==> src/rtl/ps2_key_ctrl.sv <==
// ps2_key_ctrl: PS/2 Set-2 scancode front end for the Odd/Even game keyboard port.
// Handles the E0/F0 prefix FSM, translates digit/Enter/Backspace/Esc make codes to
// 4-bit key codes, suppresses typematic repeats and queues keys in a small FIFO.
// Optional macro PS2_SEQ_TIMEOUT_EN: abort a partial prefix sequence after
// TIMEOUT_CYC idle cycles so that a lost byte cannot wedge the FSM.
//
// state   | meaning
// IDLE    | no prefix seen; next byte is a plain make code or a prefix
// EXT     | E0 seen; next byte is an extended make code or F0
// BRK     | F0 seen; next byte is a plain break code
// EXT_BRK | E0 F0 seen; next byte is an extended break code
module ps2_key_ctrl #(
  parameter int DEPTH       = 4,
  parameter int CNT_W       = 3,
  parameter int TIMEOUT_CYC = 1000000
) (
  input  logic             clk,
  input  logic             rst,
  input  logic             code_valid,
  input  logic [7:0]       code,
  input  logic             key_pop,
  input  logic             ovf_clr,
  output logic             key_valid,
  output logic [3:0]       key_code,
  output logic [CNT_W-1:0] key_count,
  output logic             overflow,
  output logic             busy
);

  localparam int AW = (DEPTH > 1) ? $clog2(DEPTH) : 1;

  typedef enum logic [1:0] {IDLE, EXT, BRK, EXT_BRK} state_t;

  state_t           state, state_n;
  logic             make_ev, brk_ev, ev_ext;
  logic             map_hit;
  logic [3:0]       map_val;
  logic [8:0]       ev_key;
  logic [8:0]       held_key;
  logic             held_valid;
  logic             push_req, pop_eff, do_push, drop, full;
  logic [3:0]       mem [DEPTH];
  logic [AW-1:0]    wr_ptr, rd_ptr, rd_ptr_n;
  logic [CNT_W-1:0] count, count_n;
  logic [3:0]       head_n;
  logic             tmo_hit;

`ifdef PS2_SEQ_TIMEOUT_EN
  localparam int TMO_W = $clog2(TIMEOUT_CYC + 1);
  logic [TMO_W-1:0] tmo_cnt;

  // Down-counter reloaded on every byte and while idle; terminal count aborts the sequence.
  always_ff @(posedge clk or posedge rst) begin
    if (rst)
      tmo_cnt <= TMO_W'(TIMEOUT_CYC - 1);
    else if (code_valid || state == IDLE)
      tmo_cnt <= TMO_W'(TIMEOUT_CYC - 1);
    else if (tmo_cnt != '0)
      tmo_cnt <= tmo_cnt - 1'b1;
  end

  assign tmo_hit = (state != IDLE) && (tmo_cnt == '0);
`else
  assign tmo_hit = 1'b0;
`endif

  // Prefix FSM state register.
  always_ff @(posedge clk or posedge rst) begin
    if (rst) state <= IDLE;
    else     state <= state_n;
  end

  // Next state and make/break event decode; only code_valid moves the FSM (or the abort timer).
  always_comb begin
    state_n = state;
    make_ev = 1'b0;
    brk_ev  = 1'b0;
    ev_ext  = 1'b0;
    if (code_valid) begin
      case (state)
        IDLE: begin
          if (code == 8'hE0)      state_n = EXT;
          else if (code == 8'hF0) state_n = BRK;
          else                    make_ev = 1'b1;
        end
        EXT: begin
          if (code == 8'hF0)      state_n = EXT_BRK;
          else if (code != 8'hE0) begin
            make_ev = 1'b1;
            ev_ext  = 1'b1;
            state_n = IDLE;
          end
        end
        BRK: begin
          brk_ev  = 1'b1;
          state_n = IDLE;
        end
        default: begin
          brk_ev  = 1'b1;
          ev_ext  = 1'b1;
          state_n = IDLE;
        end
      endcase
    end else if (tmo_hit) begin
      state_n = IDLE;
    end
  end

  // Scancode to key-code translation; only keypad Enter is recognised in the extended set.
  always_comb begin
    map_hit = 1'b1;
    map_val = 4'h0;
    if (ev_ext) begin
      map_hit = (code == 8'h5A);
      map_val = 4'hA;
    end else begin
      case (code)
        8'h45, 8'h70: map_val = 4'h0;
        8'h16, 8'h69: map_val = 4'h1;
        8'h1E, 8'h72: map_val = 4'h2;
        8'h26, 8'h7A: map_val = 4'h3;
        8'h25, 8'h6B: map_val = 4'h4;
        8'h2E, 8'h73: map_val = 4'h5;
        8'h36, 8'h74: map_val = 4'h6;
        8'h3D, 8'h6C: map_val = 4'h7;
        8'h3E, 8'h75: map_val = 4'h8;
        8'h46, 8'h7D: map_val = 4'h9;
        8'h5A:        map_val = 4'hA;
        8'h66:        map_val = 4'hB;
        8'h76:        map_val = 4'hC;
        default:      map_hit = 1'b0;
      endcase
    end
  end

  assign ev_key   = {ev_ext, code};
  assign push_req = make_ev && map_hit && !(held_valid && held_key == ev_key);
  assign full     = (count == CNT_W'(DEPTH));
  assign pop_eff  = key_pop && (count != '0);
  assign do_push  = push_req && (!full || pop_eff);
  assign drop     = push_req && full && !pop_eff;

  // Held key tracks the last accepted make so typematic repeats are discarded; dropped keys still count.
  always_ff @(posedge clk or posedge rst) begin
    if (rst) begin
      held_key   <= '0;
      held_valid <= 1'b0;
    end else if (push_req) begin
      held_key   <= ev_key;
      held_valid <= 1'b1;
    end else if (brk_ev && held_valid && held_key == ev_key) begin
      held_valid <= 1'b0;
    end
  end

  // FIFO storage; no reset needed since key_code masks empty entries.
  always_ff @(posedge clk) begin
    if (do_push) mem[wr_ptr] <= map_val;
  end

  // Occupancy and head-of-queue look-ahead so key_code is a clean register.
  always_comb begin
    count_n = count;
    case ({do_push, pop_eff})
      2'b10:   count_n = count + 1'b1;
      2'b01:   count_n = count - 1'b1;
      default: count_n = count;
    endcase
    rd_ptr_n = pop_eff ? rd_ptr + 1'b1 : rd_ptr;
    head_n   = (do_push && wr_ptr == rd_ptr_n) ? map_val : mem[rd_ptr_n];
  end

  // Pointers, count, registered head and sticky overflow.
  always_ff @(posedge clk or posedge rst) begin
    if (rst) begin
      wr_ptr   <= '0;
      rd_ptr   <= '0;
      count    <= '0;
      key_code <= 4'h0;
      overflow <= 1'b0;
    end else begin
      if (do_push) wr_ptr <= wr_ptr + 1'b1;
      rd_ptr   <= rd_ptr_n;
      count    <= count_n;
      key_code <= (count_n == '0) ? 4'h0 : head_n;
      if (drop)         overflow <= 1'b1;
      else if (ovf_clr) overflow <= 1'b0;
    end
  end

  assign key_valid = (count != '0);
  assign key_count = count;
  assign busy      = (state != IDLE);

endmodule

==> config.mk <==
export PLATFORM = sky130hd
export DESIGN_NAME = ps2_key_ctrl
export DESIGN_NICKNAME = d
export VERILOG_FILES = /design/src/rtl/ps2_key_ctrl.sv
export SDC_FILE = /design/constraint.sdc
export NUM_CORES = 1
export LEC_CHECK = 0
export ABC_AREA = 1
export BUFFER_PORTS_ARGS = -buffer_cell sky130_fd_sc_hd__buf_4
export CAP_MARGIN = 20
export CORE_MARGIN = 2
export CORE_UTILIZATION = 64
export DETAILED_ROUTE_END_ITERATION = 8
export PLACE_DENSITY = 0.92
export SLEW_MARGIN = 30
export SYNTH_ARGS = -nofsm -noshare
export SYNTH_HDL_FRONTEND = slang
export SYNTH_SLANG_ARGS = --single-unit
==> constraint.sdc <==
create_clock -name clk -period 3.9 [get_ports clk]
set_input_delay 0.585 -clock clk [delete_from_list [all_inputs] [get_ports clk]]
set_output_delay 0.585 -clock clk [all_outputs]
set_load 0.02 [all_outputs]
# Word level (Yosys, flattened, before mapping)
# Memories as Yosys holds them, arrays and structs flattened.
# Index checks and enable logic that the tools add are counted.
[op_classes]
n_addsub = 4
mul = 0
n_div = 0
order_cmp = 0
n_eq_ne = 35
n_shift = 0
muxes = 29
bitwise = 0
reduce_logical = 33
[op_table]
columns = ["cell", "n"]
rows = [
  ["8-bit by 7-bit == test with 1-bit output, second input constant", 15],
  ["8-bit by 6-bit == test with 1-bit output, second input constant", 6],
  ["4-bit one-hot mux with 12 select lines", 1],
  ["23-bit OR reduction", 1],
  ["2-bit OR reduction", 11],
  ["8-bit by 5-bit == test with 1-bit output, second input constant", 2],
  ["8-bit == test, second input constant", 2],
  ["1-bit two-way mux", 16],
  ["4-bit two-way mux", 3],
  ["1-bit logical AND", 10],
  ["2-bit two-way mux", 5],
  ["9-bit == test", 1],
  ["8-bit inequality test, second input constant", 1],
  ["3-bit inequality test, second input constant", 2],
  ["3-bit one-hot mux with 2 select lines", 1],
  ["2-bit nonzero test", 3],
  ["2-bit by 1-bit adder with 2-bit output, second input constant", 2],
  ["2-bit by 1-bit == test with 1-bit output, second input constant", 2],
  ["2-bit == test, second input constant", 2],
  ["1-bit one-hot mux with 2 select lines", 2],
  ["2-bit one-hot mux with 2 select lines", 1],
  ["3-bit by 1-bit adder with 3-bit output, second input constant", 1],
  ["3-bit == test, second input constant", 1],
  ["1-bit zero test", 3],
  ["7 further kinds", 7],
]
[totals]
regBits = 24
latch_bits = 0
mem_bits_rw = 16
mem_bits_ro = 0
input_bits = 13
word_cells = 110
n_memories = 1
[memory_table]
columns = ["memory", "words", "word_bits", "rd", "rd_ports_with_merged_regs", "wr", "line_no", "rtl"]
rows = [
  ["mem", 4, 4, 1, 0, 1, "42", "logic [3:0] mem [DEPTH];"],
]

# Depth between registers and ports, before layout
# Gate-level depths: netlist of run 1.
[depth]
ltp_word = 14
depth_mapped = 20
depth_no_buf = 20

# Least setup slack after synthesis of run 1
# Ideal clock, no wire load.
[synth_timing]
path_kind = "input-to-reg"
start = "input port code[3]"
end = "register key_code[0]"
setup_ns = 0.117
arrival_time_ns = 2.935
slack_ns = 0.848
stages = 20
cell_sequence = "inv_2 > nand2_2 > nor2_2 > nand2_2 > nand2_2 > nand2_2 > nand2_4 > inv_2 > nor2_4 > nand2_4 > nand4_4 > ha_1 > inv_1 > fa_1 > a21oi_1 > o21ai_0 > xor2_1 > or3_1 > nand2_1 > nor2_1"
[synth_via]
elab_chain_cells = 14
word_cells_on_any_way = 61
classes_between = "eq/ne (29); mux (15); reduce/logical (17)"
[synth_rtl]
columns = ["element", "line_no", "rtl"]
rows = [
  ["start: declaration", "20", "input logic [7:0] code,"],
  ["8-bit inequality test", "88", "else if (code != 8'hE0) begin"],
  ["1-bit two-way mux", "88", ""],
  ["1-bit two-way mux", "87", "if (code == 8'hF0) state_n = EXT_BRK;"],
  ["1-bit one-hot mux with 2 select lines", "80", "case (state)"],
  ["1-bit two-way mux", "79", "if (code_valid) begin"],
  ["9-bit == test", "137", "assign push_req = make_ev && map_hit && !(held_valid && held_key == ev_key);"],
  ["1-bit logical AND", "137", ""],
  ["1-bit zero test", "137", ""],
  ["1-bit logical AND *", "137", ""],
  ["1-bit logical AND *", "140", "assign do_push = push_req && (!full || pop_eff);"],
  ["2-bit by 1-bit == test with 1-bit output or 2-bit == test (tied branches)", "164", "case ({do_push, pop_eff})"],
  ["3-bit one-hot mux with 2 select lines *", "164", ""],
  ["net count_n[2]", "44", "logic [CNT_W-1:0] count, count_n;"],
  ["3-bit zero test *", "185", "key_code <= (count_n == '0) ? 4'h0 : head_n;"],
  ["4-bit two-way mux *", "185", ""],
  ["end signal: assignment", "185", ""],
  ["end: declaration", "24", "output logic [3:0] key_code,"],
]
# Mark *: on every way through the listed nets, which the timed path passes. The rest lies on a longest branch.
# A chain may end at the register's enable or synchronous reset.

# Worst setup path in the final report of run 1
# Ends and elaborated chain as after synthesis.

==> flow_metrics.env, run 1 <==
export IMPL_status="completed"
export IMPL_slew_violations=0
export IMPL_drtAntennaViolNets=0
export IMPL_maxCapViolations=0
export IMPL_ys_seq_elements=40
export IMPL_utilization_pct=76.3
export IMPL_cts_tree="built"
export IMPL_finalWeightedCongestion=0.997
export IMPL_ctsHoldBuffers=0
export IMPL_maxSlewHeadroom_pct=65.2
export IMPL_rsz0062_at_grt="false"
export IMPL_ir_drop_uv=284
export IMPL_total_power_mw=1.89
export IMPL_arrival_ns=3.46
export IMPL_cts_setup_buffers=0
export IMPL_tightest_slew_ns=0.521
export IMPL_cp_start_kind="primary input"
export IMPL_timing_rr_end="key_code[0]$_DFF_PP0_"
export IMPL_rrSetupSlack_ns=0.84
export IMPL_period_share_pct=83.8
export IMPL_min_path_type="in -> async"
export IMPL_critPathKind="in -> reg"
export IMPL_crit_fanout=7
export IMPL_grt_max_degree=25
export IMPL_cts_buffer_depth=2
export IMPL_yosysWarningCount=0
export IMPL_syn_inst=320
export IMPL_die_area_sq_mm=0.00437
export IMPL_p_leak_nw=1.37
export IMPL_fin_crit_ns=3.27
export IMPL_synth_edf_count=16
export IMPL_syn_to_final_growth_pct=13.8
export IMPL_synth_distinct_cells=33
export IMPL_clk_latency_ns=0.29
export IMPL_drive_gt1_share_pct=18.3
export IMPL_rows=22
export IMPL_ys_top_cells_by_area="dfrtp_1, edfxtp_1, nand2_1"
export IMPL_yosysSeqAreaShare_pct=43.7
export IMPL_wl_met3_um=329
export IMPL_antenna_found_initial=0
export IMPL_cts_buffers=5
export IMPL_vias=2225
export IMPL_numClockSinks=40
export IMPL_grt_pass1_vias=2226
export IMPL_power_density_mw_per_mm2=673
export IMPL_synth_most_common_cell="nand2_1"
export IMPL_netlist_area_sq_mm=0.00247
export IMPL_grt_usage_pct=30.2
export IMPL_finish_net_count=367
export IMPL_async_reset_ff_share_pct=60.0
export IMPL_drc_errors=0
export IMPL_synth_ff_type="dfrtp_1"
export IMPL_clk_pin_slew_ns=0.08
export IMPL_dpl_hpwl_um=4390
export IMPL_postPlaceCellArea_sq_mm=0.00269
export IMPL_r2r_cells=16
export IMPL_drt_wl_total_um=5950
export IMPL_syn_num_nets=339
export IMPL_port_buffer_count=22
export IMPL_cts_max_level=2
export IMPL_synth_top_area_share_pct=24.3
export IMPL_clock_root_buffer="clkbuf_8"
export IMPL_final_area_sq_mm=0.00281
export IMPL_yosysTopAreaCell="dfrtp_1"
export IMPL_critPathCaptureType="register"
export IMPL_wl_met1_um=2260
export IMPL_drt_vias_per_instance=5.60
export IMPL_die_w_um=66.1
export IMPL_initial_utilization_pct=67.0
export IMPL_finalSetupViolCount=0
export IMPL_cts_resized=0
export IMPL_cp_required_ns=4.09
export IMPL_hold_viol=0
export IMPL_worstReg2RegStart="held_key[1]$_DFFE_PP0P_"
export IMPL_gr_total_overflow=0
export IMPL_grt_first_pass_wirelength_um=9650
export IMPL_highest_layer="met4"
export IMPL_max_freq_mhz=306
export IMPL_coreArea_sq_mm=0.00369
export IMPL_syn_area_per_cell_sq_um=7.72
export IMPL_drt_wirelength_per_cell_um=15.0
export IMPL_ios=23
export IMPL_drt_first_iter_violations=181
export IMPL_wl_met2_um=3140
export IMPL_dr_pass1_iters=6
export IMPL_antenna_cells=0
export IMPL_fin_worst_skew_ns=0.00513
export IMPL_die_h_um=66.1
export IMPL_synth_common_cells="nand2_1, nor2_1, inv_1"
export IMPL_finalSetupTns_ns=0
[area by class of cell]
type	instances	area (sq um)
multi-input combinational	236	1220
timing repair buffer	22	165
inverter	43	161
clock inverter	1	30.0
fill	273	876
clock buffer	7	97.6
tap	48	60.1
sequential	40	1080
[per-stage QoR]
stage	setup WS, ns	hold WS [ns]	cells
2_1_floorplan	0.848	0.459	320
3_3_place_gp	0.550	0.482	389
3_5_place_dp	0.377	0.479	389
4_1_cts	0.656	0.467	397
5_1_grt	0.367	0.373	397
6_report	0.630	0.325	397
[state kept, by name, indices dropped and copies added (netlist names)]
signal and cells:
rd_ptr 2, mem 16, held_key 9, key_count 3
overflow 1, key_code 4, held_valid 1, state 2
wr_ptr 2
[kinds of logic (layout without fill, tap and decap cells)]
family,count (synthesis),in the layout,synth area share [%]
xor+xnor,8,8,3.14
flops,40,40,43.7
compound gates,37,37,8.15
fa+ha+maj,6,6,3.34
buf+inv,44,73,6.99
simple gates,185,185,34.6
[layout by cell type (no fill, tap or decap), drive strengths merged, types with 4 or more instances in the layout]
master,n
a21oi,7
buf,22
clkbuf,7
dfrtp,24
edfxtp,16
ha,5
inv,43
nand2,95
nand3,13
nand4,4
nor2,67
o21ai,23
o22ai,5
xnor2,4
xor2,4
[worst max path at each step]
stage | to | cells past startpoint | start | slack [ns]
6_report | key_code[0]$_DFF_PP0_ | 21 | code[3] | 0.63
3_5_place_dp | key_code[0]$_DFF_PP0_ | 21 | code[3] | 0.38
2_1_floorplan | key_code[0]$_DFF_PP0_ | 20 | code[3] | 0.85
5_1_grt | key_code[0]$_DFF_PP0_ | 21 | code[3] | 0.37
3_3_place_gp | key_code[1]$_DFF_PP0_ | 21 | code[3] | 0.55
4_1_cts | key_code[0]$_DFF_PP0_ | 21 | code[3] | 0.66
[layer usage]
| metal | track usage (%) | vias to the layer above |
|---|---|---|
| met2 | 54.5 | 98 |
| met5 | 0 | - |
| met4 | 17.6 | 0 |
| met3 | 6.64 | 22 |
| met1 | 31.9 | 1037 |
| li1 | - | 1068 |
[critical path, cell delays in order]
cell and delay (ns):
buf_4 0.13, inv_2 0.07, nand2_2 0.07, nor2_2 0.20
nand2_2 0.11, nand2_2 0.11, nand2_2 0.08, nand2_4 0.10
inv_2 0.07, nor2_4 0.10, nand2_4 0.08, nand4_4 0.13
ha_1 0.17, inv_1 0.07, fa_1 0.38, a21oi_1 0.15
o21ai_0 0.13, xor2_1 0.18, or3_1 0.39, nand2_1 0.10
nor2_1 0.05
[report_power, final]
group	switching [mW]	internal, mW	total, mW	leakage (nW)
Sequential	0.0869	0.566	0.653	0.438
Combinational	0.556	0.304	0.860	0.866
Clock	0.150	0.230	0.380	0.0636
Total	0.793	1.10	1.89	1.37
Note: power is estimated with default switching activity, not from simulation.
==> run 2, diff against run 1 <==
--- a/config.mk
+++ b/config.mk
@@ -9,9 +9,9 @@
 export BUFFER_PORTS_ARGS = -buffer_cell sky130_fd_sc_hd__buf_4
 export CAP_MARGIN = 20
 export CORE_MARGIN = 2
-export CORE_UTILIZATION = 64
+export CORE_UTILIZATION = 59
 export DETAILED_ROUTE_END_ITERATION = 8
-export PLACE_DENSITY = 0.92
+export PLACE_DENSITY = 0.86
 export SLEW_MARGIN = 30
 export SYNTH_ARGS = -nofsm -noshare
 export SYNTH_HDL_FRONTEND = slang
==> constraint.sdc (replaced) <==
create_clock -name clk -period 3.03 [get_ports clk]
set_input_delay 0.4545 -clock clk [delete_from_list [all_inputs] [get_ports clk]]
set_output_delay 0.4545 -clock clk [all_outputs]
set_load 0.02 [all_outputs]
==> flow_metrics.env, run 2 (same netlist as run 1, synthesis figures left out) <==
export IMPL_ir_drop_uv=327
export IMPL_worst_path_most_repeated_cell="nand2_1"
export IMPL_clk_pin_slew_ns=0.08
export IMPL_p_leak_nw=1.46
export IMPL_status="completed"
export IMPL_drt_wl_total_um=5800
export IMPL_finalSetupViolCount=0
export IMPL_drive_gt1_share_pct=24.4
export IMPL_most_common_layout_cells="nand2_1, nor2_1, buf_4"
export IMPL_utilization_pct=73.7
export IMPL_drtAntennaViolNets=0
export IMPL_port_buffer_count=22
export IMPL_finalSetupTns_ns=0
export IMPL_postPlaceCellArea_sq_mm=0.00287
export IMPL_arrival_ns=3.04
export IMPL_cts_buffers=5
export IMPL_maxSlewHeadroom_pct=65.5
export IMPL_syn_to_final_growth_pct=20.2
export IMPL_period_share_pct=94.2
export IMPL_ctsHoldBuffers=0
export IMPL_slew_violations=0
export IMPL_total_power_mw=2.33
export IMPL_ios=23
export IMPL_final_area_sq_mm=0.00297
export IMPL_grt_usage_pct=27.0
export IMPL_cts_max_level=2
export IMPL_grt_max_degree=25
export IMPL_coreArea_sq_mm=0.00403
export IMPL_cts_tree="built"
export IMPL_die_w_um=68.7
export IMPL_rrSetupSlack_ns=0.20
export IMPL_dpl_worst_slack_ns=-0.199
export IMPL_final_setup_worst_slack_ns=0.175
export IMPL_finalWeightedCongestion=0.934
export IMPL_worstPathCellList="buf_4, inv_2, nand2_1, nor2_4, nand2_1, nand2_2, nand2_2, nand2_4, inv_2, nor2_4, nand2_4, nand4_4, ha_1, inv_1, fa_2, a21oi_2, o21ai_0, xor2_1, or3_4, nand2_1, nor2_1"
export IMPL_grt_pass1_vias=2088
export IMPL_cp_required_ns=3.21
export IMPL_vias=2255
export IMPL_drt_vias_per_instance=5.33
export IMPL_critPathKind="in -> reg"
export IMPL_grt_first_pass_wirelength_um=9270
export IMPL_final_common_cell="nand2_1"
export IMPL_slowest_delay_ns=0.37
export IMPL_numClockSinks=40
export IMPL_dpl_hpwl_um=4540
export IMPL_antenna_found_initial=0
export IMPL_drt_first_iter_violations=152
export IMPL_crit_fanout=5
export IMPL_finish_net_count=391
export IMPL_rows=23
export IMPL_die_h_um=68.7
export IMPL_rsz0062_at_grt="false"
export IMPL_tightest_slew_ns=0.516
export IMPL_fin_worst_skew_ns=0.00535
export IMPL_die_area_sq_mm=0.00472
export IMPL_dr_pass1_iters=5
export IMPL_reg_top3="mem (16), held_key (9), key_code (4)"
export IMPL_power_density_mw_per_mm2=786
export IMPL_regMostFlops="mem"
export IMPL_r2r_cells=16
export IMPL_hold_viol=0
export IMPL_clk_latency_ns=0.29
export IMPL_worstReg2RegStart="held_key[1]$_DFFE_PP0P_"
export IMPL_cts_buffer_depth=2
export IMPL_min_path_type="in -> async"
export IMPL_drt_wirelength_per_cell_um=13.7
export IMPL_fin_crit_ns=2.85
export IMPL_antenna_cells=0
export IMPL_largest_reg_flops=16
export IMPL_crit_path_top_delay_cell="or3_4"
export IMPL_critPathLaunch="code[0]"
export IMPL_cp_start_kind="primary input"
export IMPL_max_freq_mhz=350
export IMPL_initial_utilization_pct=61.3
export IMPL_gr_total_overflow=0
export IMPL_timing_rr_end="key_code[1]$_DFF_PP0_"
export IMPL_clock_root_buffer="clkbuf_8"
export IMPL_cp_endpoint="key_code[1]$_DFF_PP0_"
export IMPL_maxCapViolations=0
export IMPL_drc_errors=0
export IMPL_critPathCaptureType="register"
==> run 2: area by class of cell <==
cell class / instances / area (sq um)
clock buffers: 6 / 72.6
clock inverters: 2 / 11.3
fillers: 305 / 1060
inverters: 43 / 161
multi-input cells: 236 / 1240
flip-flops and latches: 40 / 1080
well taps: 50 / 62.6
repair buffers: 46 / 345
==> run 2: repair_timing <==
item / 4_1_cts / 5_1_grt
resized for setup: 0 / 5
buffers inserted: 0 / 0
setup endpoints to repair: 0 / 4
==> run 2: critical path, delay by kind of cell <==
kind / cells / cell delay, ns
adder cells (fa/ha/maj): 2 / 0.52
AO/OA/AOI/OAI: 2 / 0.25
buffers and inverters: 4 / 0.31
AND/OR/NAND/NOR: 12 / 1.35
XOR/XNOR: 1 / 0.17
==> run 2: routing by layer <==
layer  up-vias  track usage, %  wire length, um
met3        11            3.73              310
met1      1046            35.6             2580
met5         -               0                0
met4         0            9.56              109
li1       1114               -                -
met2        84            45.7             2800
==> run 2: through the flow <==
step	instances	hold slack (ns)
after CTS	423	0.338
after global placement	415	0.471
after detailed placement	415	0.490
final	423	0.192
after global routing	423	0.236
after floorplan	320	0.459
==> run 2: report_power, final <==
part / internal (mW) / switching [mW]
Combinational: 0.435 / 0.725
Sequential: 0.729 / 0.102
Clock: 0.160 / 0.184
==> run 2: worst min path at each step <==
stage	from	depth (start not counted)	slack (ns)	endpoint
2_1_floorplan	held_key[2]$_DFFE_PP0P_	2	0.46	held_key[2]$_DFFE_PP0P_
3_3_place_gp	held_key[2]$_DFFE_PP0P_	2	0.47	held_key[2]$_DFFE_PP0P_
3_5_place_dp	held_key[2]$_DFFE_PP0P_	2	0.49	held_key[2]$_DFFE_PP0P_
4_1_cts	ovf_clr	2	0.34	overflow$_DFFE_PP0P_
5_1_grt	rst	2	0.24	state[0]$_DFFE_PP0P_
6_report	rst	2	0.19	held_key[3]$_DFFE_PP0P_
==> run 3, diff against run 2 <==
--- a/config.mk
+++ b/config.mk
@@ -11,6 +11,7 @@
 export CORE_MARGIN = 2
 export CORE_UTILIZATION = 59
 export DETAILED_ROUTE_END_ITERATION = 8
+export MAX_ROUTING_LAYER = met4
 export PLACE_DENSITY = 0.86
 export SLEW_MARGIN = 30
 export SYNTH_ARGS = -nofsm -noshare
==> flow_metrics.env, run 3 (same netlist as run 1, synthesis figures left out) <==
export IMPL_drt_wirelength_per_cell_um=14.2
export IMPL_finish_net_count=394
export IMPL_antenna_cells=0
export IMPL_ctsHoldBuffers=0
export IMPL_rsz0062_at_grt="false"
export IMPL_fillCellCount=318
export IMPL_cts_tree="built"
export IMPL_power_density_mw_per_mm2=819
export IMPL_port_buffer_count=22
export IMPL_initial_utilization_pct=61.3
export IMPL_fin_worst_skew_ns=0.00856
export IMPL_rows=23
export IMPL_grt_max_degree=25
export IMPL_hold_ws_ns=0.181
export IMPL_slew_violations=0
export IMPL_grt_usage_pct=29.3
export IMPL_period_share_pct=93.6
export IMPL_reg_top3="mem (16), held_key (9), key_code (4)"
export IMPL_grt_first_pass_wirelength_um=9750
export IMPL_cp_top_family="simple AND/OR/NAND/NOR gates"
export IMPL_utilization_pct=75.0
export IMPL_tightest_slew_ns=0.544
export IMPL_clock_root_buffer="clkbuf_8"
export IMPL_grt_pass1_vias=2143
export IMPL_path_buf_inv=4
export IMPL_hold_viol=0
export IMPL_final_setup_worst_slack_ns=0.194
export IMPL_drive_gt1_share_pct=25.5
export IMPL_final_common_cell="nand2_1"
export IMPL_drt_wl_total_um=6030
export IMPL_clk_latency_ns=0.31
export IMPL_cp_start_kind="primary input"
export IMPL_dr_pass1_iters=4
export IMPL_final_seq_area_sq_mm=0.00108
export IMPL_critPathKind="in -> reg"
export IMPL_die_h_um=68.7
export IMPL_cts_max_level=2
export IMPL_coreArea_sq_mm=0.00403
export IMPL_finalWeightedCongestion=0.939
export IMPL_ios=23
export IMPL_drt_first_iter_violations=161
export IMPL_cp_required_ns=3.23
export IMPL_drc_errors=0
export IMPL_slowest_delay_ns=0.37
export IMPL_cts_buffer_depth=2
export IMPL_numClockSinks=40
export IMPL_die_w_um=68.7
export IMPL_clk_pin_slew_ns=0.09
export IMPL_die_area_sq_mm=0.00472
export IMPL_critPathCaptureType="register"
export IMPL_drt_vias_per_instance=5.31
export IMPL_p_leak_nw=1.49
export IMPL_regMostFlops="mem"
export IMPL_worstPathCellList="buf_4, inv_2, buf_4, o21ai_0, nor2_1, nand3b_1, nor2_2, nand3_4, nand4_4, ha_1, inv_1, fa_1, a21oi_1, o21ai_0, xor2_1, or3_4, nand2_2, nor2_1"
export IMPL_min_path_type="in -> async"
export IMPL_arrival_ns=3.04
export IMPL_maxSlewHeadroom_pct=63.4
export IMPL_crit_fanout=4
export IMPL_dpl_hpwl_um=4650
export IMPL_fin_crit_ns=2.84
export IMPL_ir_drop_uv=433
export IMPL_drtAntennaViolNets=0
export IMPL_multi_input_area_sq_mm=0.00123
export IMPL_dpl_worst_slack_ns=-0.189
export IMPL_finalSetupViolCount=0
export IMPL_syn_to_final_growth_pct=22.3
export IMPL_antenna_found_initial=0
export IMPL_most_common_layout_cells="nand2_1, nor2_1, buf_4"
export IMPL_status="completed"
export IMPL_crit_path_top_delay_cell="fa_1"
export IMPL_maxCapViolations=0
export IMPL_gr_total_overflow=0
export IMPL_finalSetupTns_ns=0
export IMPL_cts_buffers=5
export IMPL_largest_reg_flops=16
export IMPL_vias=2262
export IMPL_max_freq_mhz=353
[run 3: changes by cell type in the layout (fill, tap and decap cells not counted), sizes merged]
cell	delta
buf	+3
bufinv	+1
clkbuf	-1
clkinv	-1
inv	+1
[run 3: timing repair]
action | 4_1_cts | 5_1_grt
setup endpoints to repair | 0 | 4
resized for setup | 0 | 5
buffers inserted | 0 | 0
[run 3: layout make-up]
type / instances / share of cell area (%)
multi-input combinational: 236 / 40.9
sequential: 40 / 35.8
timing repair buffer: 49 / 12.2
inverter: 43 / 5.34
clock buffer: 5 / 2.28
tap: 50 / 2.07
clock inverter: 3 / 1.53
[run 3: per-layer routing]
layer  vias up  share of wire, %  track usage, %
li1       1124                 -               -
met1      1045                45            37.5
met2        80                48            47.7
met3        13               4.9            4.06
met4         0               2.2            10.5
met5         -                 0               -
[run 3: power by group]
group | total [mW] | switching (mW) | internal (mW)
clock network | 0.460 | 0.212 | 0.248
logic | 1.18 | 0.743 | 0.440
registers | 0.833 | 0.105 | 0.728
[run 3: stage by stage]
stage	std cells	cell area, sq um	total power [mW]
3_3_place_gp	418	2890	1.89
2_1_floorplan	320	2470	1.60
3_5_place_dp	418	2890	1.97
5_1_grt	426	3020	2.64
4_1_cts	426	3010	2.44
6_report	426	3020	2.48
[run 3: worst paths after layout]
path                       slack (ns)                    start                       to  cells past startpoint
max                              0.19                  code[1]    key_code[1]$_DFF_PP0_                     18
max reg2reg                      0.24  held_key[6]$_DFFE_PP0P_    key_code[1]$_DFF_PP0_                     17
min                              0.18                      rst  held_key[7]$_DFFE_PP0P_                      2
min reg2reg                      0.51   held_valid$_DFFE_PP0P_   held_valid$_DFFE_PP0P_                      2
max in group asynchronous        2.49                      rst    wr_ptr[0]$_DFFE_PP0P_                      2
min in group clk                 0.33                  ovf_clr     overflow$_DFFE_PP0P_                      2
[run 3: worst reg2reg max path: cells and delay by family (launching register included)]
| kind | cells | cell delay, ns |
|---|---|---|
| buf+inv | 2 | 0.11 |
| compound gates | 3 | 0.33 |
| simple gates | 9 | 1.18 |
| fa+ha+maj | 2 | 0.52 |
| flops | 1 | 0.40 |
| xor+xnor | 1 | 0.16 |
